<file path="config.mk">
export PLATFORM = sky130hd
export DESIGN_NAME = ps2_keyboard_reader
export DESIGN_NICKNAME = d
export VERILOG_FILES = /design/src/rtl/kbd_pkg.sv /design/src/rtl/scancode_to_ascii.sv /design/src/rtl/ps2_keyboard_reader.sv
export SDC_FILE = /design/constraint.sdc
export NUM_CORES = 1
export LEC_CHECK = 0
export BUFFER_PORTS_ARGS = -buffer_cell sky130_fd_sc_hd__buf_4
export CORE_MARGIN = 3
export CORE_UTILIZATION = 35
export CTS_CLUSTER_DIAMETER = 80
export DETAILED_ROUTE_END_ITERATION = 10
export GPL_TIMING_DRIVEN = 1
export HOLD_SLACK_MARGIN = 0.05
export PLACE_DENSITY = 0.51
export SLEW_MARGIN = 20
export SYNTH_ARGS = -nofsm -noshare
export SYNTH_HDL_FRONTEND = slang
export SYNTH_HIERARCHICAL = 1
export SYNTH_SLANG_ARGS = --single-unit
export TNS_END_PERCENT = 20
</file>
<file path="constraint.sdc">
create_clock -name clk -period 2.2 [get_ports clk]
set_input_delay 0.44 -clock clk [delete_from_list [all_inputs] [get_ports clk]]
set_output_delay 0.44 -clock clk [all_outputs]
set_load 0.005 [all_outputs]
</file>
<file path="src/rtl/kbd_pkg.sv">
// Shared definitions for the PS/2 keyboard reader: set-2 scancode constants,
// frame FSM encoding and the decoded-character payload.
package kbd_pkg;

    localparam logic [7:0] SC_BREAK  = 8'hF0;
    localparam logic [7:0] SC_EXT    = 8'hE0;
    localparam logic [7:0] SC_LSHIFT = 8'h12;
    localparam logic [7:0] SC_RSHIFT = 8'h59;
    localparam logic [7:0] SC_CAPS   = 8'h58;

    typedef enum logic [1:0] {
        ST_IDLE   = 2'd0,
        ST_DATA   = 2'd1,
        ST_PARITY = 2'd2,
        ST_STOP   = 2'd3
    } frame_state_e;

    typedef struct packed {
        logic       valid;
        logic [7:0] ascii;
    } kbd_char_t;

    function automatic logic is_letter(input logic [7:0] c);
        return ((c >= 8'h61) && (c <= 8'h7A)) || ((c >= 8'h41) && (c <= 8'h5A));
    endfunction

endpackage

</file>
<file path="src/rtl/scancode_to_ascii.sv">
// Combinational set-2 scancode to ASCII ROM; unmapped codes return 0.
module scancode_to_ascii (
    input  logic [7:0] code,
    input  logic       shift,
    output logic [7:0] ascii
);

    always_comb begin
        ascii = 8'h00;
        case (code)
            8'h1C: ascii = 8'h61;  8'h32: ascii = 8'h62;  8'h21: ascii = 8'h63;
            8'h23: ascii = 8'h64;  8'h24: ascii = 8'h65;  8'h2B: ascii = 8'h66;
            8'h34: ascii = 8'h67;  8'h33: ascii = 8'h68;  8'h43: ascii = 8'h69;
            8'h3B: ascii = 8'h6A;  8'h42: ascii = 8'h6B;  8'h4B: ascii = 8'h6C;
            8'h3A: ascii = 8'h6D;  8'h31: ascii = 8'h6E;  8'h44: ascii = 8'h6F;
            8'h4D: ascii = 8'h70;  8'h15: ascii = 8'h71;  8'h2D: ascii = 8'h72;
            8'h1B: ascii = 8'h73;  8'h2C: ascii = 8'h74;  8'h3C: ascii = 8'h75;
            8'h2A: ascii = 8'h76;  8'h1D: ascii = 8'h77;  8'h22: ascii = 8'h78;
            8'h35: ascii = 8'h79;  8'h1A: ascii = 8'h7A;
            8'h16: ascii = shift ? 8'h21 : 8'h31;
            8'h1E: ascii = shift ? 8'h40 : 8'h32;
            8'h26: ascii = shift ? 8'h23 : 8'h33;
            8'h25: ascii = shift ? 8'h24 : 8'h34;
            8'h2E: ascii = shift ? 8'h25 : 8'h35;
            8'h36: ascii = shift ? 8'h5E : 8'h36;
            8'h3D: ascii = shift ? 8'h26 : 8'h37;
            8'h3E: ascii = shift ? 8'h2A : 8'h38;
            8'h46: ascii = shift ? 8'h28 : 8'h39;
            8'h45: ascii = shift ? 8'h29 : 8'h30;
            8'h29: ascii = 8'h20;
            8'h5A: ascii = 8'h0A;
            8'h66: ascii = 8'h08;
            default: ascii = 8'h00;
        endcase
        // Letters are stored lower-case above; shift folds them to upper case
        if (shift && (ascii >= 8'h61) && (ascii <= 8'h7A)) begin
            ascii = ascii & 8'hDF;
        end
    end

endmodule

</file>
<file path="src/rtl/ps2_keyboard_reader.sv">
// PS/2 keyboard receiver: frame capture, set-2 make/break decode, ASCII FIFO.
// Optional caps-lock support is enabled with `define KBD_CAPS_LOCK_EN.
module ps2_keyboard_reader
    import kbd_pkg::*;
#(
    parameter int unsigned FIFO_DEPTH     = 16,
    parameter int unsigned TIMEOUT_CYCLES = 100000,
    parameter int unsigned WORD_SIZE      = 32
) (
    input  logic                         clk,
    input  logic                         rst,
    input  logic                         ps2_clk,
    input  logic                         ps2_dat,
    input  logic                         rd_en,
    output logic [WORD_SIZE-1:0]         read_data,
    output logic [$clog2(FIFO_DEPTH):0]  fifo_count,
    output logic                         overflow,
    output logic                         frame_error
);

    localparam int unsigned AW = $clog2(FIFO_DEPTH);
    localparam int unsigned CW = AW + 1;
    localparam int unsigned TW = $clog2(TIMEOUT_CYCLES);

    // Input synchronizers; the third ps2_clk stage is the edge-detect history
    logic [2:0] clk_sync_q;
    logic [1:0] dat_sync_q;
    logic       fall_c;
    logic       bit_c;

    always_ff @(posedge clk or negedge rst) begin
        if (!rst) begin
            clk_sync_q <= 3'b111;
            dat_sync_q <= 2'b11;
        end else begin
            clk_sync_q <= {clk_sync_q[1:0], ps2_clk};
            dat_sync_q <= {dat_sync_q[0], ps2_dat};
        end
    end

    assign fall_c = clk_sync_q[2] & ~clk_sync_q[1];
    assign bit_c  = dat_sync_q[1];

    // Frame FSM with idle-time watchdog
    frame_state_e  state_q;
    logic [2:0]    bit_cnt_q;
    logic [7:0]    shift_q;
    logic          parity_ok_q;
    logic [TW-1:0] idle_cnt_q;
    logic          byte_valid_q;
    logic          frame_error_q;

    always_ff @(posedge clk or negedge rst) begin
        if (!rst) begin
            state_q       <= ST_IDLE;
            bit_cnt_q     <= 3'd0;
            shift_q       <= 8'h00;
            parity_ok_q   <= 1'b0;
            idle_cnt_q    <= '0;
            byte_valid_q  <= 1'b0;
            frame_error_q <= 1'b0;
        end else begin
            byte_valid_q  <= 1'b0;
            frame_error_q <= 1'b0;
            if ((state_q == ST_IDLE) || fall_c) begin
                idle_cnt_q <= '0;
            end else begin
                idle_cnt_q <= idle_cnt_q + TW'(1);
            end

            if ((state_q != ST_IDLE) && !fall_c && (idle_cnt_q == TW'(TIMEOUT_CYCLES - 1))) begin
                state_q       <= ST_IDLE;
                frame_error_q <= 1'b1;
            end else if (fall_c) begin
                case (state_q)
                    ST_IDLE: begin
                        if (!bit_c) begin
                            state_q   <= ST_DATA;
                            bit_cnt_q <= 3'd0;
                        end else begin
                            frame_error_q <= 1'b1;
                        end
                    end
                    ST_DATA: begin
                        shift_q   <= {bit_c, shift_q[7:1]};
                        bit_cnt_q <= bit_cnt_q + 3'd1;
                        if (bit_cnt_q == 3'd7) begin
                            state_q <= ST_PARITY;
                        end
                    end
                    ST_PARITY: begin
                        parity_ok_q <= ^{bit_c, shift_q};
                        state_q     <= ST_STOP;
                    end
                    ST_STOP: begin
                        if (bit_c && parity_ok_q) begin
                            byte_valid_q <= 1'b1;
                        end else begin
                            frame_error_q <= 1'b1;
                        end
                        state_q <= ST_IDLE;
                    end
                    default: state_q <= ST_IDLE;
                endcase
            end
        end
    end

    // Scancode layer: modifier tracking and character decode
    logic      break_q, break_d;
    logic      ext_q, ext_d;
    logic      shift_l_q, shift_l_d;
    logic      shift_r_q, shift_r_d;
    kbd_char_t push_q, push_d;
    logic [7:0] rom_ascii_c;
    logic [7:0] ascii_c;
`ifdef KBD_CAPS_LOCK_EN
    logic      caps_q, caps_d;
`endif

    scancode_to_ascii u_rom (
        .code  (shift_q),
        .shift (shift_l_q | shift_r_q),
        .ascii (rom_ascii_c)
    );

    always_comb begin
        break_d   = break_q;
        ext_d     = ext_q;
        shift_l_d = shift_l_q;
        shift_r_d = shift_r_q;
        push_d    = '0;
        ascii_c   = rom_ascii_c;
`ifdef KBD_CAPS_LOCK_EN
        caps_d = caps_q;
        // Caps inverts the case chosen by shift, letters only
        if (caps_q && is_letter(rom_ascii_c)) begin
            ascii_c = rom_ascii_c ^ 8'h20;
        end
`endif
        if (byte_valid_q) begin
            if (shift_q == SC_BREAK) begin
                break_d = 1'b1;
            end else if (shift_q == SC_EXT) begin
                ext_d = 1'b1;
            end else begin
                break_d = 1'b0;
                ext_d   = 1'b0;
                if (shift_q == SC_LSHIFT) begin
                    shift_l_d = !break_q;
                end else if (shift_q == SC_RSHIFT) begin
                    shift_r_d = !break_q;
                end else if (!break_q && !ext_q) begin
`ifdef KBD_CAPS_LOCK_EN
                    if (shift_q == SC_CAPS) begin
                        caps_d = !caps_q;
                    end
`endif
                    push_d.valid = (ascii_c != 8'h00);
                    push_d.ascii = ascii_c;
                end
            end
        end
    end

    always_ff @(posedge clk or negedge rst) begin
        if (!rst) begin
            break_q   <= 1'b0;
            ext_q     <= 1'b0;
            shift_l_q <= 1'b0;
            shift_r_q <= 1'b0;
            push_q    <= '0;
`ifdef KBD_CAPS_LOCK_EN
            caps_q    <= 1'b0;
`endif
        end else begin
            break_q   <= break_d;
            ext_q     <= ext_d;
            shift_l_q <= shift_l_d;
            shift_r_q <= shift_r_d;
            push_q    <= push_d;
`ifdef KBD_CAPS_LOCK_EN
            caps_q    <= caps_d;
`endif
        end
    end

    // Character FIFO, first-word-fall-through
    logic [7:0]    mem_q [FIFO_DEPTH];
    logic [AW-1:0] wr_ptr_q;
    logic [AW-1:0] rd_ptr_q;
    logic [CW-1:0] count_q;
    logic          overflow_q;
    logic          full_c;
    logic          empty_c;
    logic          pop_c;
    logic          wr_c;

    assign full_c  = (count_q == CW'(FIFO_DEPTH));
    assign empty_c = (count_q == '0);
    assign pop_c   = rd_en && !empty_c;
    assign wr_c    = push_q.valid && (!full_c || pop_c);

    always_ff @(posedge clk) begin
        if (wr_c) begin
            mem_q[wr_ptr_q] <= push_q.ascii;
        end
    end

    always_ff @(posedge clk or negedge rst) begin
        if (!rst) begin
            wr_ptr_q   <= '0;
            rd_ptr_q   <= '0;
            count_q    <= '0;
            overflow_q <= 1'b0;
        end else begin
            if (wr_c) begin
                wr_ptr_q <= wr_ptr_q + AW'(1);
            end
            if (pop_c) begin
                rd_ptr_q <= rd_ptr_q + AW'(1);
            end
            case ({wr_c, pop_c})
                2'b10:   count_q <= count_q + CW'(1);
                2'b01:   count_q <= count_q - CW'(1);
                default: count_q <= count_q;
            endcase
            if (push_q.valid && !wr_c) begin
                overflow_q <= 1'b1;
            end
        end
    end

    assign read_data   = WORD_SIZE'({!empty_c, (empty_c ? 8'h00 : mem_q[rd_ptr_q])});
    assign fifo_count  = count_q;
    assign overflow    = overflow_q;
    assign frame_error = frame_error_q;

endmodule

</file>
==> results of run 1 <==
[area by class of cell]
class	instances	area [um2]
clock buffer	17	425
clock inverter	15	196
fill	2389	14900
inverter	25	96.3
multi-input combinational	448	3650
sequential	193	5480
tap	335	419
timing repair buffer	130	1070
[worst max-delay path by stage]
stage	start	end	slack, ns	depth (start not counted)
after floorplan	fifo_count[2]	fifo_count[4]	-0.14	10
after global placement	shift_q[5]	push_q[8]	-0.18	8
after detailed placement	shift_q[5]	push_q[8]	-0.16	9
after CTS	rd_ptr_q[1]	read_data[7]	-0.49	6
after global routing	rd_ptr_q[1]	read_data[6]	-0.54	6
final	rd_ptr_q[1]	read_data[6]	-0.43	6
[registers in the layout, indices dropped and copies added, names as in the netlist, 3 cells and up]
signal and count:
idle_cnt_q 17, mem_q 128, clk_sync_q 3, fifo_count 5
bit_cnt_q 3, wr_ptr_q 4, shift_q 8, rd_ptr_q 4
push_q 9
[power breakdown]
group	total, uW	switching, uW	internal, uW	leakage (uW)
clock network	3180	1600	1580	0.000300
registers	4530	415	4110	0.00194
logic	4920	2400	2530	0.00198
total	12600	4410	8220	0.00422
[routing by layer]
| metal | part of all wire | up-vias | global-route usage |
|---|---|---|---|
| met5 | 0 | - | 0 |
| met4 | 0.018 | 0 | 0.0445 |
| met3 | 0.034 | 25 | 0.0263 |
| met2 | 0.50 | 134 | 0.262 |
| met1 | 0.45 | 3016 | 0.214 |
| li1 | - | 2831 | - |
[stage by stage]
stage	hold WS, ns	std cells	util	setup WS [ns]
finish	0.119	1163	0.433	-0.432
global route	0.0909	1163	0.433	-0.543
CTS	0.0981	1163	0.431	-0.489
detailed placement	0.348	1129	0.404	-0.160
global placement	0.346	1129	0.404	-0.178
floorplan	0.144	726	-	-0.138
[kinds of logic after synthesis]
| kind of cell | after synthesis | synth area share |
|---|---|---|
| and+or+nand+nor | 205 | 0.121 |
| other | 2 | 0.000801 |
| muxes | 60 | 0.108 |
| DFF | 193 | 0.584 |
| buffers and inverters | 85 | 0.0482 |
| AOI/OAI and AO/OA | 108 | 0.0777 |
| xor gates and xnor gates | 23 | 0.0215 |
| adders and majority gates | 28 | 0.0382 |
[critical path, stage by stage (launching register included)]
cell and delay, ns:
dfrtp_2 0.47, clkbuf_16 0.19, mux4_2 0.48, mux2_2 0.29
o21ai_2 0.12, a21oi_2 0.06, buf_4 0.16
[cell usage in the layout, fill, tap and decap left out, types with 5 or more instances in the layout]
master / n
nand4_1: 10
a21oi_2: 5
nor2_1: 45
nor3_1: 13
conb_1: 24
nand2_1: 42
mux4_2: 32
o21ai_0: 23
edfxtp_1: 128
mux2i_1: 16
nor4_1: 7
o21ai_2: 8
dfstp_2: 5
dfrtp_2: 6
buf_4: 120
buf_12: 5
dfrtp_1: 54
xor2_1: 5
nand3_1: 17
a21oi_1: 23
clkinv_8: 5
and2_1: 9
clkbuf_16: 18
ha_1: 25
mux2_4: 5
mux2_2: 5
nor3b_1: 5
nand2b_1: 10
nor2b_1: 6
xnor2_1: 18
inv_1: 24
[timing repair]
action,CTS,global route
hold buffers,1,0
setup endpoints to repair,9,16
cloned,1,0
pin swaps,2,2
endpoints found under the hold margin,29,0
resized for setup,28,10
==> qor.yml, run 1 <==
reg2reg_to: "push_q[8]"
worstHoldStart: "ps2_clk"
clk_latency_ns: 0.43
overflow: 0
critPathArrivalTime_ns: 2.19
power_density_nw_per_um2: 1110
hold_path_depth: 1
gp_congestion: 0.883
timing.rr.start: "shift_q[4]"
nets: 848
drive_above_1_share: 0.304
die_h_um: 170
criticalPathCategory: "reg2out"
yosys-top-cells-area: "edfxtp_1, dfrtp_1, mux4_2, ha_1, buf_4"
worstMarginPinSlew_ns: 0.688
rr_worst_depth: 9
netlist_area_um2: 9370
crit_required_ns: 1.76
die_w_um: 170
coreArea_um2: 26200
synth-async-reset-ratio: 0.337
worst_clock_skew_ns: 0.0208
numCtsBuffers: 17
diodes: 0
maxCapViolCount: 0
grt_pass1_wl_mm: 35.1
cts_max_path_buffers: 2
setup_tns_ns: -3.33
grt_usage: 0.157
slew_viol_final: 0
outcome: "finished with violations"
io_buffers: 20
postSynthCellCount: 704
dp_hpwl_mm: 16.0
cts_setup_buffers: 0
critical_path.max_fanout: 5
whs_endpoint: "clk_sync_q[0]"
ir_drop_uv: 490
postSynthAreaPerCell_um2: 13.3
start_util: 0.358
synth_top_area_cell: "edfxtp_1"
min_period_ns: 2.63
clkSinkCount: 193
yosysMostFrequentCell: "edfxtp_1"
synth.top_cell.area_share: 0.410
synth_common_cells: "edfxtp_1, dfrtp_1, nor2_1"
hp-class: "in2reg"
grt_pass1_vias: 6294
setup_viol: 9
cts_tree: "yes"
synth-seq-area-share: 0.584
worstSetupEndpointType: "output pin"
p_total_uw: 12600
clkTransAtPathRegs_ns: 0.08
ys.flop_type: "edfxtp_1"
place_area_um2: 10600
h-tree-depth: 4
ios: 44
crit_path_start_kind: "register"
fin_ws_ns: -0.432
drtIter0Drc: 443
yosysWarnings: 6
die-area_um2: 28800
r2r_slack_ns: -0.11
synth_enable_flop_cells: 128
rsz0062_at_grt: "true"
max_freq_mhz: 380
antenna_left: 0
cts-root-buf: "clkbuf_16"
hold_violations: 0
std_cell_rows: 59
violations: "negative setup slack"
fin_crit_sh: 1.20
wl_mm: 22.2
firstDrtPassIters: 5
viasPerCell: 5.16
relSlewSlack: 0.537
ys_types: 82
syn_to_final_growth_pct: 21.0
p_leak_uw: 0.00422
wl_per_cell_um: 19.1
design_area_um2: 11300
vias: 6006
ys_ff_latch: 193
grt_max_degree: 36
drcViolationCount: 0
antenna_found_initial: 0
(Power assumes the default switching activity.)
==> run 2, diff against run 1 <==
CELL_PAD_IN_SITES_DETAIL_PLACEMENT = 0   (was default)
CELL_PAD_IN_SITES_GLOBAL_PLACEMENT = 2   (was default)
PLACE_DENSITY = 0.67   (was 0.51)
SLEW_MARGIN = 10   (was 20)
==> run 2 against run 1 <==
Core utilization barely moved. Combinational power is essentially flat. Final area about the same. Die area unchanged. The run still ends with negative setup slack left. Highest routed layer unchanged. Sequential power grew 0.9%. Sequential cell count stayed put. Clock skew shrank 0.0025 ns. Fmax down 2.7%. Hold slack got worse by 0.078 ns.
==> qor.yml, run 2 (synthesis gave the netlist of run 1 again) <==
wl_mm: 21.7
drtIter0Drc: 390
min_period_ns: 2.70
design_area_um2: 11300
diodes: 0
fin_crit_sh: 1.23
gp_congestion: 0.903
grtUsageMet2: 0.263
busiest_layer: "met2"
p_total_uw: 12700
coreArea_um2: 26200
cts.hold.buffers_added: 0
numCtsBuffers: 17
power_frac_comb: 0.384
worstSetupEndpointType: "output pin"
clkSinkCount: 193
outcome: "finished with violations"
start_util: 0.358
crit_end: "read_data[0]"
cts_setup_buffers: 0
criticalPathCategory: "reg2out"
drive_above_1_share: 0.306
critPathArrivalTime_ns: 2.26
worst_clock_skew_ns: 0.0182
seq_power_share: 0.359
grt_util_met3: 0.0263
relSlewSlack: 0.454
ios: 44
grt_pass1_wl_mm: 34.8
nets: 836
grt_usage: 0.155
power_frac_clock: 0.257
crit_required_ns: 1.76
die_h_um: 170
netSwitchingPower_uw: 4400
slew_viol_final: 0
overflow: 0
rr_worst_depth: 8
rsz0062_at_grt: "true"
cts_tree: "yes"
largest_register: "mem_q"
power_density_nw_per_um2: 1120
p_leak_uw: 0.00419
reg2reg_to: "push_q[8]"
placedCellCount: 1117
clkTransAtPathRegs_ns: 0.08
firstDrtPassIters: 5
crit_path_start_kind: "register"
vias: 5947
setup_viol: 9
fin_ws_ns: -0.504
worstMarginPinSlew_ns: 0.819
die-area_um2: 28800
r2r_slack_ns: -0.15
cts-root-buf: "clkbuf_16"
grt_max_degree: 52
critical_path.max_fanout: 8
p_int_uw: 8330
antenna_found_initial: 0
grt_pass1_vias: 6155
antenna_left: 0
cts_max_path_buffers: 2
viasPerCell: 5.17
wl_per_cell_um: 18.8
die_w_um: 170
dp_hpwl_mm: 15.2
place_area_um2: 10500
reg_top3: "mem_q: 128 flops, idle_cnt_q: 17 flops, push_q: 9 flops"
cp-startpoint: "rd_ptr_q[1]"
holdWs_ns: 0.0411
use_met1: 0.206
io_buffers: 20
hold_violations: 0
drcViolationCount: 0
h-tree-depth: 4
setup_tns_ns: -4.01
hp-class: "in2async"
swShare: 0.346
timing.rr.start: "shift_q[5]"
ir_drop_uv: 599
clk_latency_ns: 0.44
std_cell_rows: 59
layout_common_cells: "edfxtp_1, buf_4, dfrtp_1"
syn_to_final_growth_pct: 21.0
stdcell_count: 1151
largest_reg_flops: 128
final_common_cell: "edfxtp_1"
violations: "negative setup slack"
maxCapViolCount: 0
max_freq_mhz: 370
==> run 2: worst min path at each step <==
| stage | startpoint | to | cells past startpoint |
|---|---|---|---|
| floorplan | rst | bit_cnt_q[0] | 0 |
| global placement | dat_sync_q[0] | dat_sync_q[1] | 0 |
| detailed placement | clk_sync_q[0] | clk_sync_q[1] | 0 |
| CTS | rst | rd_ptr_q[3] | 1 |
| global route | rst | rd_ptr_q[3] | 1 |
| finish | rst | rd_ptr_q[3] | 1 |
==> run 2: final cells by class <==
class                           instances  area (um2)
Clock inverter                         15         226
Tap cell                              335         419
Clock buffer                           17         425
Timing Repair Buffer                  118         995
Sequential cell                       193        5490
Fill cell                            2377       14900
Multi-Input combinational cell        448        3690
Inverter                               25        96.3
==> run 2: what timing repair did <==
| action | CTS | global route |
|---|---|---|
| gates resized for setup | 28 | 24 |
| gates cloned | 2 | 0 |
| setup endpoints to repair | 11 | 19 |
| pin swaps | 2 | 3 |
==> run 2: metrics by stage <==
step / setup slack [ns] / util
global placement: -0.274 / 0.401
global route: -0.571 / 0.433
finish: -0.504 / 0.433
CTS: -0.548 / 0.430
detailed placement: -0.152 / 0.401
floorplan: -0.138 / -
==> run 2: per-layer routing <==
metal / share of wire / wire length (um) / vias to the layer above
li1: - / - / 2805
met1: 0.45 / 9700 / 3006
met2: 0.50 / 10900 / 112
met3: 0.039 / 836 / 24
met4: 0.012 / 268 / 0
met5: 0 / 0 / -
==> run 2: power by group through the flow <==
stage	sequential, uW	combinational, uW	clock [uW]
after floorplan	4440	2920	0
after CTS	4560	4860	3350
after global placement	4560	4540	0
after detailed placement	4580	4580	0
after global routing	4630	5360	3500
final	4570	4890	3270
==> run 2: critical path: stages (launching register included) <==
cell       delay (ns)
dfrtp_2          0.47
clkbuf_16        0.20
mux4_2           0.52
mux2_4           0.29
o21ai_2          0.13
a21oi_2          0.05
buf_4            0.17
